File: src/rtl/psg_sequencer_pkg.sv
// Shared types and constants for the PSG command-stream player.
// States, opcodes and the tone-volume registers cleared on stop.
package psg_sequencer_pkg;

  typedef enum logic [2:0] {
    IDLE,
    FETCH,
    DECODE,
    WRITE,
    WAIT,
    MUTE,
    DONE
  } psg_seq_state_t;

  typedef enum logic [1:0] {
    OP_WRITE,
    OP_WAIT,
    OP_LOOP,
    OP_END
  } psg_seq_op_t;

  localparam logic [3:0] PSG_REG_VOL_A = 4'd8;
  localparam logic [3:0] PSG_REG_VOL_B = 4'd9;
  localparam logic [3:0] PSG_REG_VOL_C = 4'd10;

  // Volume registers are contiguous, so the mute step is an offset.
  function automatic logic [3:0] mute_reg(
    input logic [1:0] step
  );
    return PSG_REG_VOL_A + {2'b00, step};
  endfunction

endpackage

File: src/rtl/psg_sequencer_tick.sv
// Free-running frame tick divider.
// tick pulses for one cycle in the last count before wrap.
module tick_divider #(
  parameter int TICK_DIV = 450000
) (
  input  logic I_clk,
  input  logic I_reset_n,
  output logic tick
);

  localparam int CW =
    (TICK_DIV > 1) ? $clog2(TICK_DIV) : 1;
  localparam logic [CW-1:0] LAST =
    CW'(TICK_DIV - 1);

  logic [CW-1:0] cnt;

  always_ff @(posedge I_clk or negedge I_reset_n) begin
    if (!I_reset_n) begin
      cnt <= '0;
    end else if (cnt == LAST) begin
      cnt <= '0;
    end else begin
      cnt <= cnt + 1'b1;
    end
  end

  assign tick = (cnt == LAST);

endmodule

File: src/rtl/psg_sequencer.sv
// Command ROM player issuing YM2149 register writes.
// Paced by a frame tick; mutes tone channels A-C on stop.
module psg_sequencer
  import psg_sequencer_pkg::*;
#(
  parameter int ROM_ADDR_WIDTH = 12,
  parameter int TICK_DIV       = 450000
) (
  input  logic                      I_clk,
  input  logic                      I_reset_n,
  input  logic                      I_play,
  output logic [ROM_ADDR_WIDTH-1:0] rom_addr,
  input  logic [15:0]               rom_data,
  output logic                      psg_wr,
  input  logic                      psg_ready,
  output logic [3:0]                psg_addr,
  output logic [7:0]                psg_data,
  output logic                      playing,
  output logic [7:0]                loop_count
);

  localparam int AW = ROM_ADDR_WIDTH;

  psg_seq_state_t state, state_n;
  psg_seq_op_t    op;

  logic [AW-1:0] pc, pc_n;
  logic [13:0]   wcnt, wcnt_n;
  logic [1:0]    step, step_n;
  logic          to_done, to_done_n;
  logic          wr_n, playing_n;
  logic [3:0]    addr_n;
  logic [7:0]    data_n, lcnt_n;
  logic          go_mute, mute_done;
  logic          tick, accept;

  tick_divider #(
    .TICK_DIV (TICK_DIV)
  ) u_tick (
    .I_clk     (I_clk),
    .I_reset_n (I_reset_n),
    .tick      (tick)
  );

  assign op       = psg_seq_op_t'(rom_data[15:14]);
  assign accept   = psg_wr && psg_ready;
  assign rom_addr = pc;

  always_comb begin
    state_n   = state;
    pc_n      = pc;
    wcnt_n    = wcnt;
    step_n    = step;
    to_done_n = to_done;
    wr_n      = psg_wr;
    addr_n    = psg_addr;
    data_n    = psg_data;
    lcnt_n    = loop_count;
    go_mute   = 1'b0;
    mute_done = 1'b0;
    unique case (state)
      IDLE: begin
        pc_n = '0;
        if (I_play) begin
          state_n = FETCH;
          lcnt_n  = '0;
        end
      end
      FETCH: begin
        if (!I_play) go_mute = 1'b1;
        else state_n = DECODE;
      end
      DECODE: begin
        if (!I_play) begin
          go_mute = 1'b1;
        end else begin
          unique case (op)
            OP_WRITE: begin
              wr_n    = 1'b1;
              addr_n  = rom_data[11:8];
              data_n  = rom_data[7:0];
              state_n = WRITE;
            end
            OP_WAIT: begin
              wcnt_n  = (rom_data[13:0] == '0)
                      ? 14'd1 : rom_data[13:0];
              state_n = WAIT;
            end
            OP_LOOP: begin
              pc_n    = rom_data[AW-1:0];
              state_n = FETCH;
              if (loop_count != 8'hFF)
                lcnt_n = loop_count + 8'd1;
            end
            OP_END: begin
              go_mute   = 1'b1;
              mute_done = 1'b1;
            end
          endcase
        end
      end
      WRITE: begin
        if (accept) begin
          pc_n = pc + 1'b1;
          if (!I_play) begin
            go_mute = 1'b1;
          end else begin
            wr_n    = 1'b0;
            state_n = FETCH;
          end
        end
      end
      WAIT: begin
        if (!I_play) begin
          go_mute = 1'b1;
        end else if (tick) begin
          wcnt_n = wcnt - 14'd1;
          if (wcnt == 14'd1) begin
            pc_n    = pc + 1'b1;
            state_n = FETCH;
          end
        end
      end
      MUTE: begin
        if (accept) begin
          if (step == 2'd2) begin
            wr_n    = 1'b0;
            pc_n    = '0;
            state_n = to_done ? DONE : IDLE;
          end else begin
            step_n = step + 2'd1;
            addr_n = mute_reg(step + 2'd1);
          end
        end
      end
      DONE: begin
        if (!I_play) begin
          state_n = IDLE;
          pc_n    = '0;
        end
      end
      default: begin
        state_n = IDLE;
        wr_n    = 1'b0;
      end
    endcase
    // Entering MUTE raises the first write in the same edge.
    if (go_mute) begin
      state_n   = MUTE;
      step_n    = 2'd0;
      to_done_n = mute_done;
      wr_n      = 1'b1;
      addr_n    = PSG_REG_VOL_A;
      data_n    = 8'd0;
    end
    playing_n = (state_n == FETCH) ||
                (state_n == DECODE) ||
                (state_n == WRITE) ||
                (state_n == WAIT);
  end

  always_ff @(posedge I_clk or negedge I_reset_n) begin
    if (!I_reset_n) begin
      state      <= IDLE;
      pc         <= '0;
      wcnt       <= '0;
      step       <= '0;
      to_done    <= 1'b0;
      psg_wr     <= 1'b0;
      psg_addr   <= '0;
      psg_data   <= '0;
      loop_count <= '0;
      playing    <= 1'b0;
    end else begin
      state      <= state_n;
      pc         <= pc_n;
      wcnt       <= wcnt_n;
      step       <= step_n;
      to_done    <= to_done_n;
      psg_wr     <= wr_n;
      psg_addr   <= addr_n;
      psg_data   <= data_n;
      loop_count <= lcnt_n;
      playing    <= playing_n;
    end
  end

endmodule

File: config.mk
export PLATFORM = sky130hd
export DESIGN_NAME = psg_sequencer
export DESIGN_NICKNAME = d
export VERILOG_FILES = /design/src/rtl/psg_sequencer_pkg.sv /design/src/rtl/psg_sequencer_tick.sv /design/src/rtl/psg_sequencer.sv
export SDC_FILE = /design/constraint.sdc
export NUM_CORES = 1
export LEC_CHECK = 0
export ABC_CLOCK_PERIOD_IN_PS = 3100
export BUFFER_PORTS_ARGS = -buffer_cell sky130_fd_sc_hd__buf_2
export CAP_MARGIN = 5
export CORE_ASPECT_RATIO = 1.4
export CORE_MARGIN = 2
export CORE_UTILIZATION = 55
export DETAILED_ROUTE_END_ITERATION = 12
export PLACE_DENSITY = 0.78
export SLEW_MARGIN = 20
export SYNTH_ARGS = -nofsm -noshare
export SYNTH_HDL_FRONTEND = slang
export SYNTH_SLANG_ARGS = --single-unit
export TNS_END_PERCENT = 20
File: constraint.sdc
create_clock -name I_clk -period 3.1 [get_ports I_clk]
set_input_delay 0.155 -clock I_clk [delete_from_list [all_inputs] [get_ports I_clk]]
set_output_delay 0.155 -clock I_clk [all_outputs]
set_load 0.1 [all_outputs]
## After elaboration in Yosys (flattened, before gate mapping)

Index checks and enable logic that the tools add are counted.

- Register bits: 73
- Input bits: 20
- Word-level logic and storage cells: 145

- Add/subtract/negate cells: 6
- Equal/unequal tests: 38
- Mux-type cells: 65
- Reduce and logical (&&, ||, !) cells: 25

Operators by type and width:

| operator | count |
|---|---|
| 12-bit 2-to-1 mux | 9 |
| 12-bit one-hot mux with 6 select lines | 1 |
| 14-bit 2-to-1 mux | 5 |
| 8-bit 2-to-1 mux | 8 |
| 3-bit 2-to-1 mux | 12 |
| 14-bit one-hot mux with 2 select lines | 1 |
| 2-bit != test (second input constant) | 12 |
| 3-bit one-hot mux with 7 select lines | 1 |
| 4-bit 2-to-1 mux | 5 |
| 19-bit by 1-bit adder with 19-bit output (second input constant) | 1 |
| 19-bit == test (second input constant) | 1 |
| 19-bit 2-to-1 mux | 1 |
| 3-bit != test (second input constant) | 6 |
| 8-bit one-hot mux with 2 select lines | 1 |
| 5-bit AND reduction | 3 |
| 14-bit by 1-bit == test with 1-bit output (second input constant) | 1 |
| 14-bit zero test | 1 |
| 2-bit nonzero test | 7 |
| 14-bit by 1-bit subtractor with 14-bit output (second input constant) | 1 |
| 1-bit 2-to-1 mux | 13 |
| 12-bit by 1-bit adder with 12-bit output (second input constant) | 1 |
| 3-bit by 2-bit == test with 1-bit output (second input constant) | 4 |
| 3-bit == test (second input constant) | 4 |
| 10-bit AND reduction | 1 |
| 24 further kinds | 34 |

## Logic depth before layout (Yosys ltp)

Gate-level depths: netlist of the first run.

- Word-level depth: 10
- Mapped depth: 9
- Gate-level depth less buffers: 8

## By module

A second synthesis of the first run with hierarchy kept.

- Cells, all modules: 480
- Area, all modules: 4207.8 um^2

Modules (own cells, without submodules):

| module | times used | cells an instance | area each (um^2) | seq. area each (um^2) |
|---|---|---|---|---|
| psg_sequencer | 1 | 388 | 3269.4 | 1351.3 |
| tick_divider | 1 | 92 | 938.4 | 475.5 |

## Worst setup path after synthesis of the first run

Ideal clock, no wire load.

- Path kind: register to register
- Start: register loop_count[0]
- End: register loop_count[5]
- Arrival: 2531 ps
- Required time: 3026 ps
- Setup slack: 495 ps
- Stages on the path, launching flop included: 8
- Buffers on the path: 0
- Clock period less this slack: 2605 ps
- Cells stage by stage: dfrtp_1 ha_1 and3_1 a311o_1 a21oi_1 nand4_1 xor2_1 nor2_1

- Cells in the longest elaborated chain, start to end: 5

Ends and longest elaborated chain:

| item | line | RTL |
|---|---|---|
| start, declared | psg_sequencer.sv:19 | `output logic [7:0] loop_count` |
| start signal, assigned | psg_sequencer.sv:183 | `loop_count <= lcnt_n;` |
| 8-bit by 1-bit adder with 8-bit output | psg_sequencer.sv:93 | `lcnt_n = loop_count + 8'd1;` |
| 8-bit 2-to-1 mux | psg_sequencer.sv:92 | `if (loop_count != 8'hFF)` |
| 8-bit 2-to-1 mux | psg_sequencer.sv:77 | `unique case (op)` |
| 8-bit 2-to-1 mux | psg_sequencer.sv:74 | `if (!I_play) begin` |
| 8-bit one-hot mux with 2 select lines | psg_sequencer.sv:61 | `unique case (state)` |

Several ways; a longest one is shown, not always the timed one. The select of a mux whose other input is x is not followed.
A chain may end at the register's enable or synchronous reset.

## Worst setup path after layout of the first run

- Start: register state[1]
- End: register pc[10] (netlist: rom_addr[10])

- Cells in the longest elaborated chain, start to end: 3

Ends and longest elaborated chain:

| item | line | RTL |
|---|---|---|
| start, declared | psg_sequencer.sv:24 | `psg_seq_state_t state, state_n;` |
| start signal, assigned | psg_sequencer.sv:175 | `state <= state_n;` |
| 3-bit == test (tied with other cells) | psg_sequencer.sv:61 |  |
| 6-bit nonzero test (no source line) or 2-bit != test (tied branches) | n/a |  |
| 10-bit AND reduction (no source line) | n/a |  |
| end signal, assigned | psg_sequencer.sv:176 | `pc <= pc_n;` |
| end, declared | psg_sequencer.sv:27 | `logic [AW-1:0] pc, pc_n;` |

Several ways; a longest one is shown, not always the timed one.

==> results of run 1 <==
## routing by layer
| metal | wire length [um] | share of wire (%) | track usage [%] |
|---|---|---|---|
| met1 | 4080 | 42 | 31.3 |
| met2 | 4820 | 50 | 41.5 |
| met3 | 568 | 5.9 | 4.88 |
| met4 | 202 | 2.1 | 10.8 |
| met5 | 0 | 0 | 0 |
## power by group through the flow
stage	Combinational, uW	Clock [uW]	Sequential (uW)
floorplan	1020	0	2030
finish	2030	1030	1430
CTS	2030	1040	1420
global placement	1980	0	1420
global route	2190	1080	1460
detailed placement	2020	0	1430
## through the flow
step	instance area, um2	total power, uW	utilization (%)	hold slack [ps]
after floorplan	4040	3050	-	-141
after global placement	4390	3400	60.7	426
after detailed placement	4390	3460	60.7	433
after CTS	4660	4490	64.6	42.9
after global routing	4660	4730	64.6	77.6
final	4660	4490	64.6	14.7
## sequential cells by signal, summed over array words and instances (netlist names), 2 cells and up
signal and count:
wcnt 14, step 2, loop_count 8, psg_addr 4
psg_data 8, state 3, u_tick.cnt 19, rom_addr 12
## layout by cell type, fill, tap and decap left out, types with 2 or more instances in the layout
master,instances
sky130_fd_sc_hd__dfrtp_1,73
sky130_fd_sc_hd__nor2_1,68
sky130_fd_sc_hd__buf_2,53
sky130_fd_sc_hd__nand2_1,48
sky130_fd_sc_hd__a21oi_1,32
sky130_fd_sc_hd__o21ai_1,29
sky130_fd_sc_hd__nor3_1,18
sky130_fd_sc_hd__o21ai_0,18
sky130_fd_sc_hd__xor2_1,16
sky130_fd_sc_hd__inv_1,14
sky130_fd_sc_hd__and3_1,12
sky130_fd_sc_hd__nand3_1,11
sky130_fd_sc_hd__clkbuf_8,11
sky130_fd_sc_hd__nor4_1,10
sky130_fd_sc_hd__xnor2_1,10
sky130_fd_sc_hd__nand4_1,9
sky130_fd_sc_hd__buf_4,8
sky130_fd_sc_hd__a32oi_1,6
sky130_fd_sc_hd__ha_1,6
sky130_fd_sc_hd__a22oi_1,5
sky130_fd_sc_hd__and2_1,5
sky130_fd_sc_hd__nand3b_1,4
sky130_fd_sc_hd__nand2b_1,4
sky130_fd_sc_hd__bufinv_16,4
sky130_fd_sc_hd__o22ai_1,3
sky130_fd_sc_hd__nor2b_1,3
sky130_fd_sc_hd__mux2i_1,3
sky130_fd_sc_hd__a211o_1,3
sky130_fd_sc_hd__o2bb2ai_1,3
sky130_fd_sc_hd__nor3b_1,2
sky130_fd_sc_hd__or2_1,2
sky130_fd_sc_hd__a21o_1,2
sky130_fd_sc_hd__nor4_2,2
sky130_fd_sc_hd__a31oi_1,2
sky130_fd_sc_hd__a41oi_1,2
sky130_fd_sc_hd__o22a_1,2
sky130_fd_sc_hd__o31ai_1,2
## cells by family (layout without fill, tap and decap cells)
kind of cell	count (synthesis)	count (layout)	synth area share [%]
AO/OA/AOI/OAI	118	118	17.7
AND/OR/NAND/NOR	207	207	25.0
multiplexers	3	3	0.744
adder cells (fa/ha/maj)	6	6	1.86
XOR/XNOR	26	26	5.64
buffers and inverters	40	91	3.87
flip-flops	73	73	45.2
## final timing paths
kind,startpoint,end,cells after the start
hold / removal,I_reset_n,wcnt[5],2
max in group asynchronous,I_reset_n,u_tick.cnt[7],2
setup / recovery,state[1],rom_addr[10],7
min in group I_clk,rom_data[4],psg_data[4],3
setup reg to reg,state[1],rom_addr[10],7
hold reg to reg,u_tick.cnt[0],u_tick.cnt[0],1
## area by class of cell
type / count / area (um2) / share of cell area, %
Inverter: 14 / 52.6 / 1.13
Multi-Input combinational cell: 360 / 2060 / 44.2
Tap cell: 97 / 121 / 2.60
Clock inverter: 5 / 125 / 2.68
Timing Repair Buffer: 61 / 325 / 6.98
Clock buffer: 11 / 151 / 3.25
Sequential cell: 73 / 1830 / 39.2
## worst reg2reg max path, cell delays in order (launching register included)
cell,delay (ps)
sky130_fd_sc_hd__dfrtp_1,620
sky130_fd_sc_hd__or3b_1,480
sky130_fd_sc_hd__buf_4,230
sky130_fd_sc_hd__o21ai_1,410
sky130_fd_sc_hd__nand2_1,160
sky130_fd_sc_hd__nor4_1,230
sky130_fd_sc_hd__a21oi_1,70
sky130_fd_sc_hd__o21ai_1,130
==> results, run 1 <==
- The number of nets still failing antenna checks after routing is 0.
- At the end of routability-driven placement, the weighted congestion stood at 0.847.
- Power spread over the standard cell area amounts to about 960 mW/mm2.
- The sequential fraction of the synthesis area is between 40% and 50%.
- The number of pins exceeding their max-slew limit in the final report came to 0.
- The worst setup slack after placement is 764 ps.
- Across every metal layer, demand over resource in global routing totals roughly 25%.
- Combinational cells account for between 40% and 50% of the total power.
- The share of power burned in registers is 31.8%.
- The root buffer selected by CTS is sky130_fd_sc_hd__clkbuf_8.
- In this run the worst path has a maximum fanout of 28.
- Cells with a size suffix above 1 make up around 16% of the layout.
- TritonCTS built the clock tree.
- Detailed routing inserted a total of 3723 vias.
- The setup path with the least slack is of type flop to flop.
- The actual transition at the worst max-transition pin is around 920 ps.
- The effective utilization at floorplan is between 50 and 60%.
- The antenna cell count is 0.
- Yosys mapped the design onto 53 distinct sky130hd cell types.
- The most repeated cell in the gate-level netlist after synthesis is sky130_fd_sc_hd__dfrtp_1.
- Traced cell by cell, the critical path runs through or3b_1, buf_4, o21ai_1, nand2_1, nor4_1, a21oi_1, o21ai_1.
- Leaving out filler cells and counting taps, the final layout contains 621.
- The time the worst path needs with I/O delays and setup is 2390 ps.
- After synthesis the netlist holds a flip-flop and latch count of 73.
- After clock tree synthesis, the setup repair step added 0 buffers.
- The count of yosys warnings during synthesis is 0.
- The first global-routing pass estimated roughly 16000 um of wire.
- During I/O placement, the number of pins put on the boundary was between 50 and 60.
- Summed over all layers, the routed wires come to between 9000 and 10000 um.
- The worst-path cell with the longest stage delay is sky130_fd_sc_hd__dfrtp_1.
- For the final database, setup skew stands at 8.76 ps.
- The internal power is 2330 uW.
- The first routing iteration left 360 violations.
- The analysis attributes to net switching a power of roughly 2200 uW.
- Including well taps, the total number of placed cells is between 600 and 700.
- The worst ir drop on vdd is ~0.00042 V.
- The static power due to leakage is approximately 0.0022 uW.
- The CTS buffer count is 9.
- After detailed routing, the average wire length per cell comes to roughly 16 um.
- The signed area change from the synthesized netlist to the final layout is 15.5%.
- The clock passes through at most 2 buffers.
- The clock slew seen by the registers of the worst setup and hold paths is around 80 ps.
- The data required time of the critical path is about 3400 ps.
- Adding up every negative setup slack in the final design gives 0 ps.
- Setup slack on the worst reg-to-reg path comes out at about 710 ps.
- The flow ran to the end, and the final reports show no timing, DRC or antenna violations.
- The tree built by TritonCTS fans out to 73 sinks.
- In this run the standard cell core region covers around 0.0072 mm2.
- The largest single stage delay on the critical path is 620 ps.
- The fraction of power consumed by the clock network is between 20% and 30%.
- The netlist area before placement is 0.00404 mm2.
- In this run the core area contains 37 standard-cell rows.
- Setup violations remaining at the end of the flow were counted as 0.
- The initial antenna violation count is 0.
- Yosys mapped a number of flops with a built-in enable equal to 0.
- The gate count after technology mapping is approximately 470.
- For this run, asynchronously set or reset flops after synthesis account for between 90% and 100%.
- The commonest register cell after synthesis is sky130_fd_sc_hd__dfrtp_1.
- The die covers ~0.008 mm2.
- The mean number of vias per cell is 6.00.
- The tool flagged a number of max-cap violations equal to 0.
- Entering global routing, the biggest net connects between 70 and 80 pins.
- Ranked by total cell area, the synthesized netlist is headed by sky130_fd_sc_hd__dfrtp_1, sky130_fd_sc_hd__nor2_1, sky130_fd_sc_hd__nand2_1, sky130_fd_sc_hd__a21oi_1, sky130_fd_sc_hd__o21ai_1.
- Counting every net in the synthesized netlist gives around 500.
- The layout has between 600 and 700 filler cells.
- Setup repair after global routing left no endpoint under its margin.
- The die extent in x is around 76 um.
- The cell family contributing the most delay on the critical path is simple AND/OR/NAND/NOR gates.
- Dividing the final minimum period by the clock period gives approximately 77%.
- The worst setup slack after layout is around 710 ps.
- The cell type with the highest occurrence count on the critical path is sky130_fd_sc_hd__o21ai_1.
- The number of optimization iterations in the first detailed-route pass is 5.
- The switching power as a share of total power is roughly half.
- The number of buffers and inverters on the critical path is 1.
- The number of nets in the final layout is 545.
- The achievable clock frequency is between 400 and 500 MHz.
- For this run, design rule violations remaining after detail routing come to 0.
- Of all cell types, the one taking the most synthesized area is sky130_fd_sc_hd__dfrtp_1.
- Once the clock tree was built, the resizer swapped 0 gates to a different size.
- The headroom to the max-slew limit is around 39%.
- The type of destination of the critical path is a flop.
- The final hold violation count is 0.
- The via count of the first global-routing pass came to 3467.
- The average footprint of a synthesized cell is 8.54 um2.
- The die height is roughly 110 um.
- The H-tree generated during clock tree synthesis spans 3 levels.
- After legalization and detailed placement, the total HPWL measured between 6000 and 7000 um.
- The top cell type by area accounts for around 45% of the synthesized area.
- Data arrives at the worst endpoint at about 2700 ps.
- The min-delay analysis places its worst path in the category input port to async pin.
- The hold-fix buffer count after cts is 0.
- The remaining global-route overflow is 0.
- The clock insertion delay at the later pin of the skew report is about 360 ps.
- The worst setup path is launched from a flop.
- Counting instances in the post-synthesis netlist gives the leading cell types as sky130_fd_sc_hd__dfrtp_1, sky130_fd_sc_hd__nor2_1, sky130_fd_sc_hd__nand2_1, sky130_fd_sc_hd__a21oi_1, sky130_fd_sc_hd__o21ai_1.
- During placement, the flow inserted port buffers numbering 53.
No activity file was read; power rests on OpenSTA's default activity.
==> inputs of run 2 (changes only) <==
ABC_AREA = 1   (was default)
ABC_CLOCK_PERIOD_IN_PS = 2500   (was 3100)
PLACE_DENSITY = 0.77   (was 0.78)
clock period = 2.5 ns   (was 3.1 ns; I/O delays follow)
==> results, run 2 <==
- The flow ran to the end, and the final reports show no timing, DRC or antenna violations.
- In this run the deepest clock path goes through 2 buffers.
- The initial utilization of the core area, before any placement, comes to between 50% and 60%.
- Entering global routing, the biggest net connects 74 pins.
- The CTS buffer count is 9.
- The synthesized design spends more area on one cell type than any other, namely sky130_fd_sc_hd__dfrtp_1.
- The startpoint of the most critical hold path is rom_data[4].
- The commonest register cell after synthesis is sky130_fd_sc_hd__dfrtp_1.
- The register area is between 0.0015 and 0.002 mm2.
- The post-synth net total is 648.
- The power per cell area is 1120 mW/mm2.
- The fraction of power consumed by combinational cells is between 40% and 50%.
- The overall power is between 5000 and 6000 uW.
- The final weighted congestion in routability-driven placement is between 0.9 and 1.
- The routed length per instance is about 14 um.
- The detail route stage leaves a number of antenna-violating nets equal to 0.
- Yosys mapped the design onto 40 distinct sky130hd cell types.
- The maximum fanout count along the critical path is 24.
- For hold timing, the worst endpoint is psg_data[4].
- The register with the most flip-flops in the layout has 19 of them.
- The initial antenna violation count is 0.
- TritonCTS built the clock tree.
- The number of DRC markers in iteration 0 is slightly above 400.
- The critical path start-end classification is flop to flop.
- The clock tree synthesis step divided the H-tree into 3 levels.
- For this run, global-route usage on met2 was measured as ~44%.
- The wire length reported by the detailed router is between 10000 and 15000 um.
- The first TritonRoute pass finished after 5 iterations.
- The final hold violation count is 0.
- The mean number of vias per cell is between 5 and 6.
- The number of synthesized flops with an enable pin is 0.
- By count the netlist is led by sky130_fd_sc_hd__nand2_1, sky130_fd_sc_hd__nor2_1, sky130_fd_sc_hd__dfrtp_1, sky130_fd_sc_hd__inv_1, sky130_fd_sc_hd__nand3_1.
- The time the worst path needs with I/O delays and setup is roughly 2200 ps.
- After legalization and detailed placement, the total HPWL measured approximately 8300 um.
- The most repeated cell in the gate-level netlist after synthesis is sky130_fd_sc_hd__nand2_1.
- The async set-reset flop share out of synthesis is between 90% and 100%.
- The worst setup path is captured at a flop.
- Global routing used 35.0% of the available met1 tracks.
- The die extent in x is 80.8 um.
- The die covers between 0.009 and 0.01 mm2.
- In this run, post-CTS repair resized a total of 0 instances.
- Buffers placed on the I/O ports in this run total 53.
- After routing, the total negative slack on setup checks comes to 0 ps.
- The cell count after synthesis came out at between 600 and 700.
- STA classifies the critical path startpoint as a flop.
- The netlist area before placement is between 0.004 and 0.005 mm2.
- 54 I/O pins were placed.
- After synthesis, the mean cell area works out to between 7 and 8 um2.
- The post-route netlist has a little under a fifth of its cells at a drive strength greater than 1.
- The leading cell type in the layout, fill and taps excluded is sky130_fd_sc_hd__nand2_1.
- The die is 111 um tall.
- In the global route stage, met3 resource usage came out at 5.35%.
- The top cell types in the final layout, fill and taps aside, are sky130_fd_sc_hd__nand2_1, sky130_fd_sc_hd__nor2_1, sky130_fd_sc_hd__dfrtp_1, sky130_fd_sc_hd__inv_1, sky130_fd_sc_hd__buf_2.
- The number of clock sinks seen by CTS is 73.
- In the final layout, the multi-input gates occupy between 0.002 and 0.0025 mm2.
- The global routing stage identified its most utilized layer as met2.
- For the final database, setup skew stands at between 5 and 6 ps.
- After floorplanning, the core was divided into 39 placement rows.
- The count of cells along the worst register-to-register path is 8.
- The cell sitting at the root of the clock tree is a sky130_fd_sc_hd__clkbuf_16.
- The core outline area is between 0.008 and 0.009 mm2.
- Setup repair after global routing left no endpoint under its margin.
- The actual transition at the worst max-transition pin is between 900 and 1000 ps.
- The analysis attributes to net switching a power of 2920 uW.
- In this run the biggest area consumer among cell types represents approximately two fifths of the synthesized area.
- Static timing analysis puts the maximum clock frequency at between 400 and 500 MHz.
- The setup violation total in the final timing report is 0.
- Fill cells in the final layout number 753.
- Along the worst hold path, the cell count comes to 3.
- The fraction of power consumed by the clock network is between 20% and 30%.
- After detailed routing, the number of remaining DRC violations is 0.
- Yosys printed 0 warnings.
- In this run the critical register-to-register path is captured at rom_addr[11].
- The internal power of the cells totals 2830 uW.
- The via count of the first global-routing pass is 4200.
- The tool flagged a number of max-cap violations equal to 0.
- The total routing usage reported by global routing is roughly 27%.
- The static power due to leakage is roughly 0.0026 uW.
- The count of state elements after synthesis is 73.
- At the worst endpoint, the arrival time is 2400 ps.
- The via count is 4356.
- In the post-synthesis netlist, the biggest area contributors are sky130_fd_sc_hd__dfrtp_1, sky130_fd_sc_hd__nand2_1, sky130_fd_sc_hd__nor2_1, sky130_fd_sc_hd__inv_1, sky130_fd_sc_hd__nand3_1.
- The type of the most critical hold path is input port to flop.
- The signed area change from the synthesized netlist to the final layout is 13.4%.
- The antenna cell count is 0.
- In this run the tightest slew margin relative to its limit is 35.9%.
- u_tick.cnt holds more flip-flops than any other register.
- The clock slew seen by the registers of the worst setup and hold paths is around 60 ps.
- The worst ir drop on vdd is between 0.0009 and 0.001 V.
- The final critical path takes up 87.0% of the cycle.
- At the later pin of the worst-skew pair, clock insertion delay measures 340 ps.
- The switching power as a share of total power is roughly half.
- The final layout contains 704 nets.
- Data on the critical path is required at its endpoint by around 2700 ps.
- The first global-routing pass estimated approximately 19000 um of wire.
- For flop-to-flop paths, the worst setup slack is 320 ps.
- The share of power burned in registers is just under 30%.
- The start of the worst register-to-register path is state[1].
- The sequential fraction of the synthesis area is 40.2%.
- Buffers added to address setup during post-CTS repair amount to 0.
- The number of pins exceeding their max-slew limit in the final report is 0.
- The remaining global-route overflow is 0.
-- run 2: what timing repair did --
action | 4_1_cts | 5_1_grt
hold buffers | 1 | 0
endpoints found under the hold margin | 73 | 0
setup endpoints to repair | 0 | 0
-- run 2: kinds of logic after synthesis --
group / Yosys count / synth area share [%]
XOR/XNOR: 14 / 2.70
flip-flops: 73 / 40.2
buffers and inverters: 93 / 8.74
adder cells (fa/ha/maj): 6 / 1.65
AND/OR/NAND/NOR: 330 / 33.4
AO/OA/AOI/OAI: 106 / 13.3
-- run 2: power by group through the flow --
stage | combinational (uW) | sequential, uW | clock [uW]
2_1_floorplan | 1580 | 2480 | 0
3_3_place_gp | 2760 | 1710 | 0
3_5_place_dp | 2820 | 1720 | 0
4_1_cts | 2830 | 1700 | 1220
5_1_grt | 3130 | 1740 | 1280
6_report | 2850 | 1710 | 1200
-- run 2: final cells by class --
| cell class | instances | share of cell area (%) |
|---|---|---|
| clock buffer | 13 | 5.05 |
| clock inverter | 3 | 0.292 |
| inverter | 83 | 6.17 |
| multi-input combinational | 456 | 45.0 |
| sequential | 73 | 35.5 |
| tap | 102 | 2.48 |
| timing repair buffer | 55 | 5.54 |
-- run 2: metal layers --
layer / up-vias / wire [um]
met3: 27 / 645
met2: 152 / 5660
li1: 2135 / -
met4: 0 / 268
met5: - / 0
met1: 2042 / 4800
-- run 2: worst max-delay path by stage --
| stage | startpoint | endpoint | slack, ps | depth (start not counted) |
|---|---|---|---|---|
| 2_1_floorplan | loop_count[1] | loop_count[5] | 280 | 10 |
| 3_3_place_gp | state[1] | rom_addr[11] | 400 | 8 |
| 3_5_place_dp | state[1] | rom_addr[11] | 350 | 8 |
| 4_1_cts | state[1] | rom_addr[11] | 340 | 8 |
| 5_1_grt | state[1] | rom_addr[11] | 130 | 8 |
| 6_report | state[1] | rom_addr[11] | 320 | 8 |
-- run 2: stage by stage --
| stage | instance area [um2] | util [%] | hold WS [ps] | worst slack (ps) | std cells |
|---|---|---|---|---|---|
| after floorplan | 4540 | - | -171 | 276 | 622 |
| after global placement | 4860 | 60.0 | 314 | 403 | 768 |
| after detailed placement | 4860 | 60.0 | 327 | 345 | 768 |
| after CTS | 5150 | 63.6 | 59.2 | 339 | 785 |
| after global routing | 5150 | 63.6 | 76.1 | 135 | 785 |
| final | 5150 | 63.6 | 67.7 | 325 | 785 |
-- run 2: worst max-delay path, cell delays in order (launching register included) --
cell	delay, ps
sky130_fd_sc_hd__dfrtp_1	550
sky130_fd_sc_hd__nor2_4	560
sky130_fd_sc_hd__inv_2	100
sky130_fd_sc_hd__a21oi_2	140
sky130_fd_sc_hd__nor2_2	40
sky130_fd_sc_hd__nand2_2	350
sky130_fd_sc_hd__inv_1	170
sky130_fd_sc_hd__nand2_1	100
sky130_fd_sc_hd__nand2_1	50
